## src/rtl/fetch_pkg.sv

```systemverilog
// Shared types and constants for the instruction fetch sequencer.
package fetch_pkg;

  typedef enum logic [1:0] {
    LOAD = 2'd0,
    RUN  = 2'd1,
    HALT = 2'd2
  } state_t;

  localparam int WORD_BYTES = 4;
  localparam int INSTR_W    = 32;

  // Redirect targets are forced onto a word boundary.
  function automatic logic [31:0] word_align(input logic [31:0] addr);
    return {addr[31:2], 2'b00};
  endfunction

endpackage

```

## src/rtl/fetch_out_reg.sv

```systemverilog
// Valid/ready output register with flush; one-cycle registered latency.
// Holds instr/pc stable while valid and not ready; flush clears valid and wins over a load.
module fetch_out_reg
  import fetch_pkg::*;
(
  input  logic               clk,
  input  logic               rst_n,
  input  logic               flush,
  input  logic               fetch,
  input  logic [INSTR_W-1:0] fetch_instr,
  input  logic [31:0]        fetch_pc,
  input  logic               out_ready,
  output logic               can_load,
  output logic               out_valid,
  output logic [INSTR_W-1:0] out_instr,
  output logic [31:0]        out_pc
);

  assign can_load = !out_valid || out_ready;

  always_ff @(posedge clk) begin
    if (!rst_n) begin
      out_valid <= 1'b0;
      out_instr <= '0;
      out_pc    <= '0;
    end else if (flush) begin
      out_valid <= 1'b0;
    end else if (can_load) begin
      out_valid <= fetch;
      if (fetch) begin
        out_instr <= fetch_instr;
        out_pc    <= fetch_pc;
      end
    end
  end

endmodule

```

## src/rtl/imem_fetch_ctrl.sv

```systemverilog
// Boot-loads the instruction memory from a loader stream, then fetches sequentially with redirects.
// Fetch latency one cycle, one instr/cycle under out_ready; halts when pc leaves the memory range.
module imem_fetch_ctrl
  import fetch_pkg::*;
#(
  parameter int          DEPTH    = 40,
  parameter logic [31:0] RESET_PC = 32'h0
) (
  input  logic               clk,
  input  logic               rst_n,
  input  logic               load_valid,
  input  logic [31:0]        load_data,
  input  logic               load_last,
  output logic               load_ready,
  output logic [31:0]        mem_addr,
  output logic               mem_we,
  output logic [31:0]        mem_wdata,
  input  logic [INSTR_W-1:0] mem_rdata,
  input  logic               redirect_valid,
  input  logic [31:0]        redirect_pc,
  output logic               out_valid,
  input  logic               out_ready,
  output logic [INSTR_W-1:0] out_instr,
  output logic [31:0]        out_pc,
  output logic               halted
);

  localparam int          CW      = $clog2(DEPTH + 1);
  localparam logic [31:0] DEPTH_W = 32'(DEPTH);

  state_t          state;
  logic [CW-1:0]   load_cnt;
  logic [31:0]     pc;
  logic            in_range;
  logic            redirect;
  logic            fetch;
  logic            can_load;

  assign in_range = (pc >> 2) < DEPTH_W;
  assign redirect = (state != LOAD) && redirect_valid;
  assign fetch    = (state == RUN) && in_range && !redirect;

  // Strobes are gated by rst_n so nothing is accepted or written during reset.
  assign load_ready = rst_n && (state == LOAD);
  assign mem_we     = load_ready && load_valid;
  assign mem_wdata  = load_data;
  assign mem_addr   = (state == LOAD) ? (32'(load_cnt) << 2) : pc;
  assign halted     = rst_n && (state == HALT);

  always_ff @(posedge clk) begin
    if (!rst_n) begin
      state    <= LOAD;
      load_cnt <= '0;
      pc       <= RESET_PC;
    end else begin
      case (state)
        LOAD: begin
          if (load_valid) begin
            load_cnt <= load_cnt + 1'b1;
            if (load_last || load_cnt == CW'(DEPTH - 1)) begin
              state <= RUN;
              pc    <= RESET_PC;
            end
          end
        end
        RUN, HALT: begin
          if (redirect_valid) begin
            state <= RUN;
            pc    <= word_align(redirect_pc);
          end else if (state == RUN && can_load) begin
            // Wrapped pcs land far above DEPTH and are caught here too.
            if (in_range) pc <= pc + 32'(WORD_BYTES);
            else          state <= HALT;
          end
        end
        default: state <= LOAD;
      endcase
    end
  end

  fetch_out_reg u_out_reg (
    .clk         (clk),
    .rst_n       (rst_n),
    .flush       (redirect),
    .fetch       (fetch),
    .fetch_instr (mem_rdata),
    .fetch_pc    (pc),
    .out_ready   (out_ready),
    .can_load    (can_load),
    .out_valid   (out_valid),
    .out_instr   (out_instr),
    .out_pc      (out_pc)
  );

endmodule

```

## config.mk

```make
export PLATFORM = sky130hd
export DESIGN_NAME = imem_fetch_ctrl
export DESIGN_NICKNAME = d
export VERILOG_FILES = /design/src/rtl/fetch_pkg.sv /design/src/rtl/fetch_out_reg.sv /design/src/rtl/imem_fetch_ctrl.sv
export SDC_FILE = /design/constraint.sdc
export NUM_CORES = 1
export LEC_CHECK = 0
export ABC_AREA = 1
export CAP_MARGIN = 20
export CORE_ASPECT_RATIO = 0.5
export CORE_UTILIZATION = 40
export DETAILED_ROUTE_END_ITERATION = 8
export PLACE_DENSITY = 0.79
export SYNTH_ARGS = -nofsm -noshare
export SYNTH_HDL_FRONTEND = slang
export SYNTH_SLANG_ARGS = --single-unit
export TNS_END_PERCENT = 100
```

## constraint.sdc

```tcl
create_clock -name clk -period 4.35 [get_ports clk]
set_clock_uncertainty 0.1 [all_clocks]
set_input_delay 1.0875 -clock clk [delete_from_list [all_inputs] [get_ports clk]]
set_output_delay 1.0875 -clock clk [all_outputs]
set_load 0.01 [all_outputs]
```

; After elaboration in Yosys (flattened, before gate mapping)
; Index checks and enable logic that the tools add are counted.
[totals]
ff_bits = 105
n_memories = 0
out_inout_bits = 132
latch_bits = 0
ramBits = 0
romBits = 0
[op_classes]
reduce_logical = 20
eq_ne = 8
n_addsub = 2
muxes = 13
shifts = 0
n_mul = 0
magnitude_cmp = 1
div = 0
n_bitwise = 2
[ops]
columns = op, count
row1 = $mux 32, 6
row2 = $pmux 32 s2, 1
row3 = $add 32x3->32 const B, 1
row4 = $lt 30x6->1 const B, 1
row5 = $mux 2, 5
row6 = $ne 3x3->1 const B, 3
row7 = $logic_and 1x1->1, 7
row8 = $add 6x1->6 const B, 1
row9 = $eq 6x6->1 const B, 1
row10 = $reduce_and 5->1, 1
row11 = $pmux 2 s2, 1
row12 = $reduce_and 4->1, 1
row13 = $reduce_bool 2->1, 2
row14 = $reduce_or 2->1, 2
row15 = $reduce_and 3->1, 1
row16 = $eq 2x1->1 const B, 1
row17 = $eq 2x2->1 const B, 1
row18 = $logic_not 1->1, 2
row19 = $logic_not 2->1, 1
row20 = $logic_or 1x1->1, 2
row21 = $ne 2x1->1 const B, 1
row22 = $ne 2x2->1 const B, 1
row23 = $not 1->1, 2
row24 = $reduce_and 2->1, 1

; Logic depth before layout (Yosys ltp)
; Gate-level depths: netlist of the first run.
[logic_depth]
ltp_word = 6
ltp_mapped = 12

; Hierarchy
; From an unflattened synthesis of the first run, not the netlist that was laid out.
[hier_totals]
hier_cells = 908
area_unflattened_um2 = 5631.7
[modules_own_cells]
columns = mod, n_inst, area_each_um2, cells_per_inst
row1 = fetch_out_reg, 1, 2914.0, 427
row2 = imem_fetch_ctrl, 1, 2717.6, 481

; Worst setup path after synthesis of the first run
; OpenSTA, ideal clock, no wires.
[synth_timing]
path_type = input -> output
start = input rst_n
end = output load_ready
stages = 4
arrival_ns = 1.780
setup_slack_ns = 1.382
path_buffers = 2
path_cell_list = clkbuf_1 -> clkbuf_1 -> nand2_1 -> inv_1
[synth_via]
elab_chain_cells = 1
[synth_lines]
columns = item, line_no
row1 = start: declaration, imem_fetch_ctrl.sv:10  ; input logic rst_n,
row2 = $logic_and 1x1->1, imem_fetch_ctrl.sv:44  ; assign load_ready = rst_n && (state == LOAD);
row3 = end: declaration, imem_fetch_ctrl.sv:14  ; output logic load_ready,
; Every way passes these cells.

; Final worst setup path of the first run
[layout_timing]
start = input load_valid
end = output mem_we
[layout_via]
elab_chain_cells = 1
[layout_lines]
columns = item, line_no
row1 = start: declaration, imem_fetch_ctrl.sv:11  ; input logic load_valid,
row2 = $logic_and 1x1->1, imem_fetch_ctrl.sv:45  ; assign mem_we = load_ready && load_valid;
row3 = end: declaration, imem_fetch_ctrl.sv:16  ; output logic mem_we,
; Every way passes these cells.

==> results of run 1 <==
==> per-layer routing <==
layer | up-vias | routed length (um) | global-route usage (%)
met2 | 125 | 6390 | 35.5
met5 | - | 0 | 0
met4 | 0 | 161 | 5.83
met3 | 17 | 695 | 4.02
li1 | 2392 | - | -
met1 | 2069 | 5550 | 24.5
==> worst max-delay path by stage <==
stage	endpoint	slack [ps]	cells after the start
2_1_floorplan	load_ready	1380	4
3_3_place_gp	mem_we	780	4
3_5_place_dp	mem_we	760	4
4_1_cts	mem_we	770	4
5_1_grt	load_ready	680	6
6_report	mem_we	780	4
==> cell type report <==
| class | count | area [um^2] |
|---|---|---|
| inverter | 101 | 379 |
| fill | 1158 | 5230 |
| timing repair buffer | 169 | 1680 |
| tap | 165 | 206 |
| multi-input combinational | 463 | 2030 |
| sequential | 101 | 2020 |
| clock buffer | 12 | 256 |
| clock inverter | 4 | 37.5 |
==> cell usage after synthesis (all sizes together) <==
cell and n:
dfxtp 101, a22oi 1, clkbuf 21, nor2 200, a21oi 14, inv 101, a21o 1, o21bai 1
or2 1, nor3 1, ha 6, nand2 129, buf 49, o21ai 56, conb 1, nand3 43
nor3b 1, nand3b 1, nand4 4
==> cells by family (layout without fill, tap and decap cells) <==
kind of cell	count (synthesis)	after routing
AND/OR/NAND/NOR	380	380
buffers and inverters	171	286
other	1	4
AO/OA/AOI/OAI	73	73
adder cells (fa/ha/maj)	6	6
flip-flops	101	101
==> sequential cells by signal, indices dropped and copies added, names as in the netlist <==
register,cells
u_out_reg.out_instr,32
pc,30
u_out_reg.out_pc,30
load_cnt,6
state,2
u_out_reg.out_valid,1
==> report_power, final <==
part | total, uW | switching [uW] | internal (uW)
Combinational | 1320 | 808 | 516
Clock | 793 | 362 | 430
Sequential | 1110 | 74.8 | 1040
==> through the flow <==
step                std cells  worst slack, ps  util (%)  power [uW]  cell area, um^2
floorplan                 735             1380         -        2070             4870
global placement          999              780      53.4        2420             6320
detailed placement        999              765      53.4        2460             6320
CTS                      1015              765      55.9        3260             6620
global route             1015              676      55.9        3490             6620
finish                   1015              776      55.9        3230             6620
==> critical path: cells and delay by family <==
family | cells | cell delay, ps
buffers and inverters | 2 | 1070
and+or+nand+nor | 2 | 230
==> placed cells by master, fill, tap and decap left out <==
cell type | synthesis | routed
sky130_fd_sc_hd__a21o_1 | 1 | 1
sky130_fd_sc_hd__ha_1 | 6 | 6
sky130_fd_sc_hd__clkdlybuf4s50_1 | 0 | 162
sky130_fd_sc_hd__nand2_2 | 1 | 1
sky130_fd_sc_hd__nor2_4 | 1 | 1
sky130_fd_sc_hd__nor3_1 | 1 | 1
sky130_fd_sc_hd__o21ai_0 | 42 | 42
sky130_fd_sc_hd__buf_4 | 37 | 5
sky130_fd_sc_hd__o21bai_1 | 1 | 1
sky130_fd_sc_hd__a21oi_1 | 14 | 14
sky130_fd_sc_hd__a22oi_1 | 1 | 1
sky130_fd_sc_hd__nand4_4 | 1 | 1
sky130_fd_sc_hd__clkbuf_16 | 0 | 9
sky130_fd_sc_hd__buf_12 | 0 | 1
sky130_fd_sc_hd__nand3b_1 | 1 | 1
sky130_fd_sc_hd__nor2_2 | 12 | 12
sky130_fd_sc_hd__inv_1 | 97 | 97
sky130_fd_sc_hd__o21ai_1 | 14 | 14
sky130_fd_sc_hd__conb_1 | 1 | 4
sky130_fd_sc_hd__buf_2 | 7 | 1
sky130_fd_sc_hd__clkbuf_8 | 0 | 2
sky130_fd_sc_hd__dfxtp_1 | 101 | 101
sky130_fd_sc_hd__inv_2 | 4 | 4
sky130_fd_sc_hd__nand2_1 | 128 | 128
sky130_fd_sc_hd__or2_2 | 1 | 1
sky130_fd_sc_hd__inv_6 | 0 | 3
sky130_fd_sc_hd__nor2_1 | 187 | 187
sky130_fd_sc_hd__nand3_1 | 41 | 41
sky130_fd_sc_hd__nor3b_1 | 1 | 1
sky130_fd_sc_hd__clkbuf_1 | 21 | 1
sky130_fd_sc_hd__nand4_1 | 3 | 3
sky130_fd_sc_hd__nand3_2 | 2 | 2
sky130_fd_sc_hd__inv_8 | 0 | 1
==> results.py, run 1 <==
metrics = {
    "outcome": {
        "status": "finished with violations",
        "failing_checks": "DRC",
    },
    "finish": {
        "layout-drive-gt1-share_pct": 5.18,
        "diode_insertion_count_for_antenna_repair": 0,
        "nNetsFinal": 953,
        "area_growth_syn_to_layout_pct": 36.1,
    },
    "global_routing": {
        "via_count_of_the_first_global_routing_pass": 4196,
        "overall_track_demand_over_capacity_in_global_routing_pct": 20.0,
        "pin_count_of_the_biggest_net_entering_global_routing": 80,
        "globalRouteOverflowTotal": 0,
        "antenna_found_initial": 0,
        "grt_pass1_wl_um": 20000,
    },
    "yosys": {
        "post-synth-top-area-fraction_pct": 41.6,
        "yosysUniqueCellTypes": 29,
        "synthCells": 732,
        "synth_area_um2": 4860,
        "yosys.area_share.simple_pct": 32.2,
        "synth_sequential_area_ratio_pct": 41.6,
        "ys.warnings.count": 0,
        "synth_top_cells_by_area": "sky130_fd_sc_hd__dfxtp_1 (42%), sky130_fd_sc_hd__nor2_1 (14%), sky130_fd_sc_hd__nand2_1 (9.9%)",
        "synthAdderAreaFrac_pct": 1.54,
        "synth-compound-area-share_pct": 7.67,
        "yosys-mux-area-fraction_pct": 0,
        "postSynthRegisterBits": 101,
        "synth_top_cell_by_area": "sky130_fd_sc_hd__dfxtp_1",
        "largest_family_of_logic_cells_by_synthesized_area": "simple AND/OR/NAND/NOR gates",
        "synth-xor-area-share_pct": 0,
        "post_syn_area_per_cell_um2": 6.64,
    },
    "timing": {
        "hold_slack_ps": 357,
        "max_slew.worst_pin.slew_ps": 777,
        "report.final.slew_viol_count": 0,
        "fmaxAchievable_mhz": 280,
        "period_share_pct": 82.2,
        "finalWorstPathRequiredPeriod_ps": 3570,
        "grt_setup_unrepaired": "false",
        "setup-tns-final_ps": 0,
        "report.final.hold_viol_count": 0,
        "setup-violations-final": 0,
        "max-slew-margin-rel_pct": 48.2,
    },
    "critical_path": {
        "reg2reg_slack_ps": 1380,
        "critPathLaunch": "load_valid",
        "reg2reg_from": "state[0]",
        "endpoint_kind": "output port",
        "cp_cell_sequence": "clkdlybuf4s50_1 > nand2_1 > nor2_1 > clkdlybuf4s50_1",
        "timing.critical_path.mode_cell": "sky130_fd_sc_hd__clkdlybuf4s50_1",
        "rr_endpoint": "pc[19]",
        "crit_path_max_fanout": 4,
        "criticalPathCategory": "primary input to output port",
        "ff2ff_path_depth": 10,
        "cp.arrival_ps": 2390,
        "worstSetupStartpointType": "primary input",
        "timing.critical_path.slowest_cell_delay_ps": 570,
        "cp_data_required_time_ps": 3160,
        "crit_slowest_cell": "sky130_fd_sc_hd__clkdlybuf4s50_1",
    },
    "floorplanning": {
        "die_area_um2": 12600,
        "num_io_pins": 234,
        "fp.dieH_um": 79.9,
        "chipWidth_um": 158,
        "coreArea_um2": 11800,
        "start_util_pct": 41.0,
        "rows": 28,
    },
    "clock_tree": {
        "cts.sink_count": 101,
        "post_cts.resized_instances": 0,
        "htreeDepth": 3,
        "worst_skew_pair.late_latency_ps": 340,
        "cts_hold_buffers": 0,
        "tritoncts": "built",
        "tritoncts.num_buffers": 9,
        "ctsLongestPathBuffers": 2,
        "path_clk_slew_ps": 70,
        "root_buffer": "sky130_fd_sc_hd__clkbuf_16",
        "cts_setup_buffers": 0,
    },
    "route": {
        "postRouteAntennaNets": 0,
        "route.detailed.wl_per_inst_um": 12.6,
        "drt-total-wl_um": 12800,
        "first_pass_iters": 6,
        "drc_errors": 4,
        "num_vias": 4603,
        "detailedRoute.firstIterationViolations": 272,
        "detail_route.vias_per_cell": 4.53,
    },
    "flow_run": {
        "cap_violations": 0,
    },
    "min_path": {
        "min_path_cells": 2,
        "worst_hold_endpoint": "u_out_reg.out_pc[22]",
        "worst_hold_path_type": "flip-flop to flip-flop",
        "hold_path.startpoint": "u_out_reg.out_pc[22]",
    },
    "place": {
        "place.port_buffers": 163,
        "gp_congestion": 0.813,
        "hpwl_um": 8990,
    },
    "power_and_ir_drop": {
        "irDropWorstVdd_v": 0.000415,
        "power_density_nw_per_um2": 488,
        "cellLeakagePower_uw": 0.00318,
    },
}
No activity file was read; power rests on OpenSTA's default activity.
==> inputs of run 2 (changes only) <==
Clock period 4.35 ns to 3.45 ns, I/O delays scaled along.
==> run 2 against run 1 <==
Net effect: the flow still finishes with violations (DRC); total power is 30% higher; clock-buffer cell count decreased by 3; sequential cell count stayed put; final cell count is 0.20% higher; critical path type is now flip-flop to output port; largest cell class unchanged; highest routed layer unchanged.
==> results.py, run 2 (same netlist as run 1, synthesis figures left out) <==
metrics = {
    "outcome": {
        "status": "finished with violations",
        "failing_checks": "DRC",
    },
    "timing": {
        "max-slew-margin-rel_pct": 45.6,
        "fmaxAchievable_mhz": 316,
        "setup-tns-final_ps": 0,
        "setup-violations-final": 0,
        "finalWorstPathRequiredPeriod_ps": 3170,
        "hold_slack_ps": 354,
        "report.final.slew_viol_count": 0,
        "max_slew.worst_pin.slew_ps": 817,
        "grt_setup_unrepaired": "false",
        "period_share_pct": 91.8,
        "report.final.hold_viol_count": 0,
    },
    "finish": {
        "final_design_area_no_fill_um2": 6660,
        "nNetsFinal": 955,
        "sequential_cell_area_um2": 2020,
        "area_growth_syn_to_layout_pct": 37.1,
        "final.fill_count": 1130,
        "most_frequent_cells_in_the_layout": "sky130_fd_sc_hd__nor2_1 (187), sky130_fd_sc_hd__clkdlybuf4s50_1 (162), sky130_fd_sc_hd__nand2_1 (128)",
        "layout-drive-gt1-share_pct": 5.52,
        "final-instance-count-excl-fill": 1017,
        "layout_commonest_cell": "sky130_fd_sc_hd__nor2_1",
        "diode_insertion_count_for_antenna_repair": 0,
        "area_of_combinational_cells_with_multiple_inputs_um2": 2030,
        "regMostFlops": "u_out_reg.out_instr",
        "max_reg_flops": 32,
        "layout_top_registers": "u_out_reg.out_instr x32, pc x30, u_out_reg.out_pc x30",
    },
    "global_routing": {
        "antenna_found_initial": 0,
        "globalRouteOverflowTotal": 0,
        "overall_track_demand_over_capacity_in_global_routing_pct": 19.8,
        "grt_pass1_wl_um": 19900,
        "pin_count_of_the_biggest_net_entering_global_routing": 85,
        "via_count_of_the_first_global_routing_pass": 4215,
    },
    "clock_tree": {
        "ctsLongestPathBuffers": 2,
        "worst_skew_pair.late_latency_ps": 350,
        "post_cts.resized_instances": 0,
        "tritoncts": "built",
        "root_buffer": "sky130_fd_sc_hd__clkbuf_16",
        "tritoncts.num_buffers": 9,
        "cts_hold_buffers": 0,
        "path_clk_slew_ps": 70,
        "htreeDepth": 3,
        "cts_setup_buffers": 0,
        "cts.sink_count": 101,
    },
    "critical_path": {
        "ff2ff_path_depth": 9,
        "crit_slowest_cell": "sky130_fd_sc_hd__clkdlybuf4s50_1",
        "timing.critical_path.mode_cell": "sky130_fd_sc_hd__inv_1",
        "cp_data_required_time_ps": 2490,
        "crit_path_max_fanout": 29,
        "cp.arrival_ps": 2200,
        "worstSetupStartpointType": "flip-flop",
        "endpoint_kind": "output port",
        "timing.critical_path.buf_inv": 4,
        "critical-path-top-delay-family": "buffers and inverters",
        "rr_endpoint": "u_out_reg.out_instr[10]",
        "critical_path_depth": 6,
        "critPathLaunch": "state[0]",
        "reg2reg_slack_ps": 880,
        "criticalPathCategory": "flip-flop to output port",
        "cp_cell_sequence": "inv_1 > ha_1 > buf_12 > nand2_1 > inv_1 > clkdlybuf4s50_1",
        "reg2reg_from": "state[0]",
        "timing.critical_path.slowest_cell_delay_ps": 540,
    },
    "route": {
        "detailedRoute.firstIterationViolations": 376,
        "drc_errors": 1,
        "first_pass_iters": 8,
        "drt-total-wl_um": 12600,
        "num_vias": 4574,
        "detail_route.vias_per_cell": 4.50,
        "postRouteAntennaNets": 0,
        "route.detailed.wl_per_inst_um": 12.4,
    },
    "place": {
        "post_placement_cell_count": 1001,
        "place.port_buffers": 163,
        "hpwl_um": 9040,
        "placedInstanceArea_um2": 6340,
        "gp_congestion": 0.839,
    },
    "floorplanning": {
        "coreArea_um2": 11800,
        "fp.dieH_um": 79.9,
        "rows": 28,
        "start_util_pct": 41.0,
        "num_io_pins": 234,
        "chipWidth_um": 158,
        "die_area_um2": 12600,
    },
    "min_path": {
        "worst_hold_path_type": "flip-flop to flip-flop",
        "min_path_cells": 2,
        "hold_path.startpoint": "u_out_reg.out_pc[21]",
        "worst_hold_endpoint": "u_out_reg.out_pc[21]",
    },
    "power_and_ir_drop": {
        "cellLeakagePower_uw": 0.00320,
        "power_density_nw_per_um2": 628,
        "irDropWorstVdd_v": 0.000343,
    },
    "flow_run": {
        "cap_violations": 0,
    },
}
## run 2: area by class of cell
cell class	instances	area share, %
clock inverters	7	1.54
flip-flops and latches	101	30.3
inverters	101	5.69
clock buffers	9	3.38
multi-input cells	463	30.5
well taps	165	3.10
repair buffers	171	25.5
## run 2: how the worst max path moves through the flow
stage                      end  slack, ps
global placement        mem_we        320
detailed placement      mem_we        310
finish              load_ready        280
global route        load_ready        170
floorplan           load_ready        930
CTS                 load_ready        290
## run 2: power by group
group	internal (uW)	switching, uW	total, uW
sequential	1310	93.6	1400
combinational	653	1020	1680
clock	646	460	1110
total	2610	1580	4190
## run 2: per-stage QoR
stage | total power, uW | setup WS (ps) | util [%]
finish | 4190 | 284 | 56.3
global route | 4500 | 171 | 56.3
CTS | 4230 | 287 | 56.3
detailed placement | 3100 | 312 | 53.5
global placement | 3060 | 325 | 53.5
floorplan | 2610 | 932 | -
## run 2: layer usage
layer  up-vias  routed length, um  share of wire (%)  track usage [%]
li1       2401                  -                  -                -
met1      2036               5450                 43             24.0
met5         -                  0                  0                0
met3        15                714                5.7             3.58
met4         0                136                1.1             6.41
met2       122               6330                 50             35.5
## run 2: tightest hold or removal path, cell delays in order, from the launching register on
cell and delay (ps):
sky130_fd_sc_hd__dfxtp_1 310, sky130_fd_sc_hd__nand3_1 70, sky130_fd_sc_hd__inv_1 40
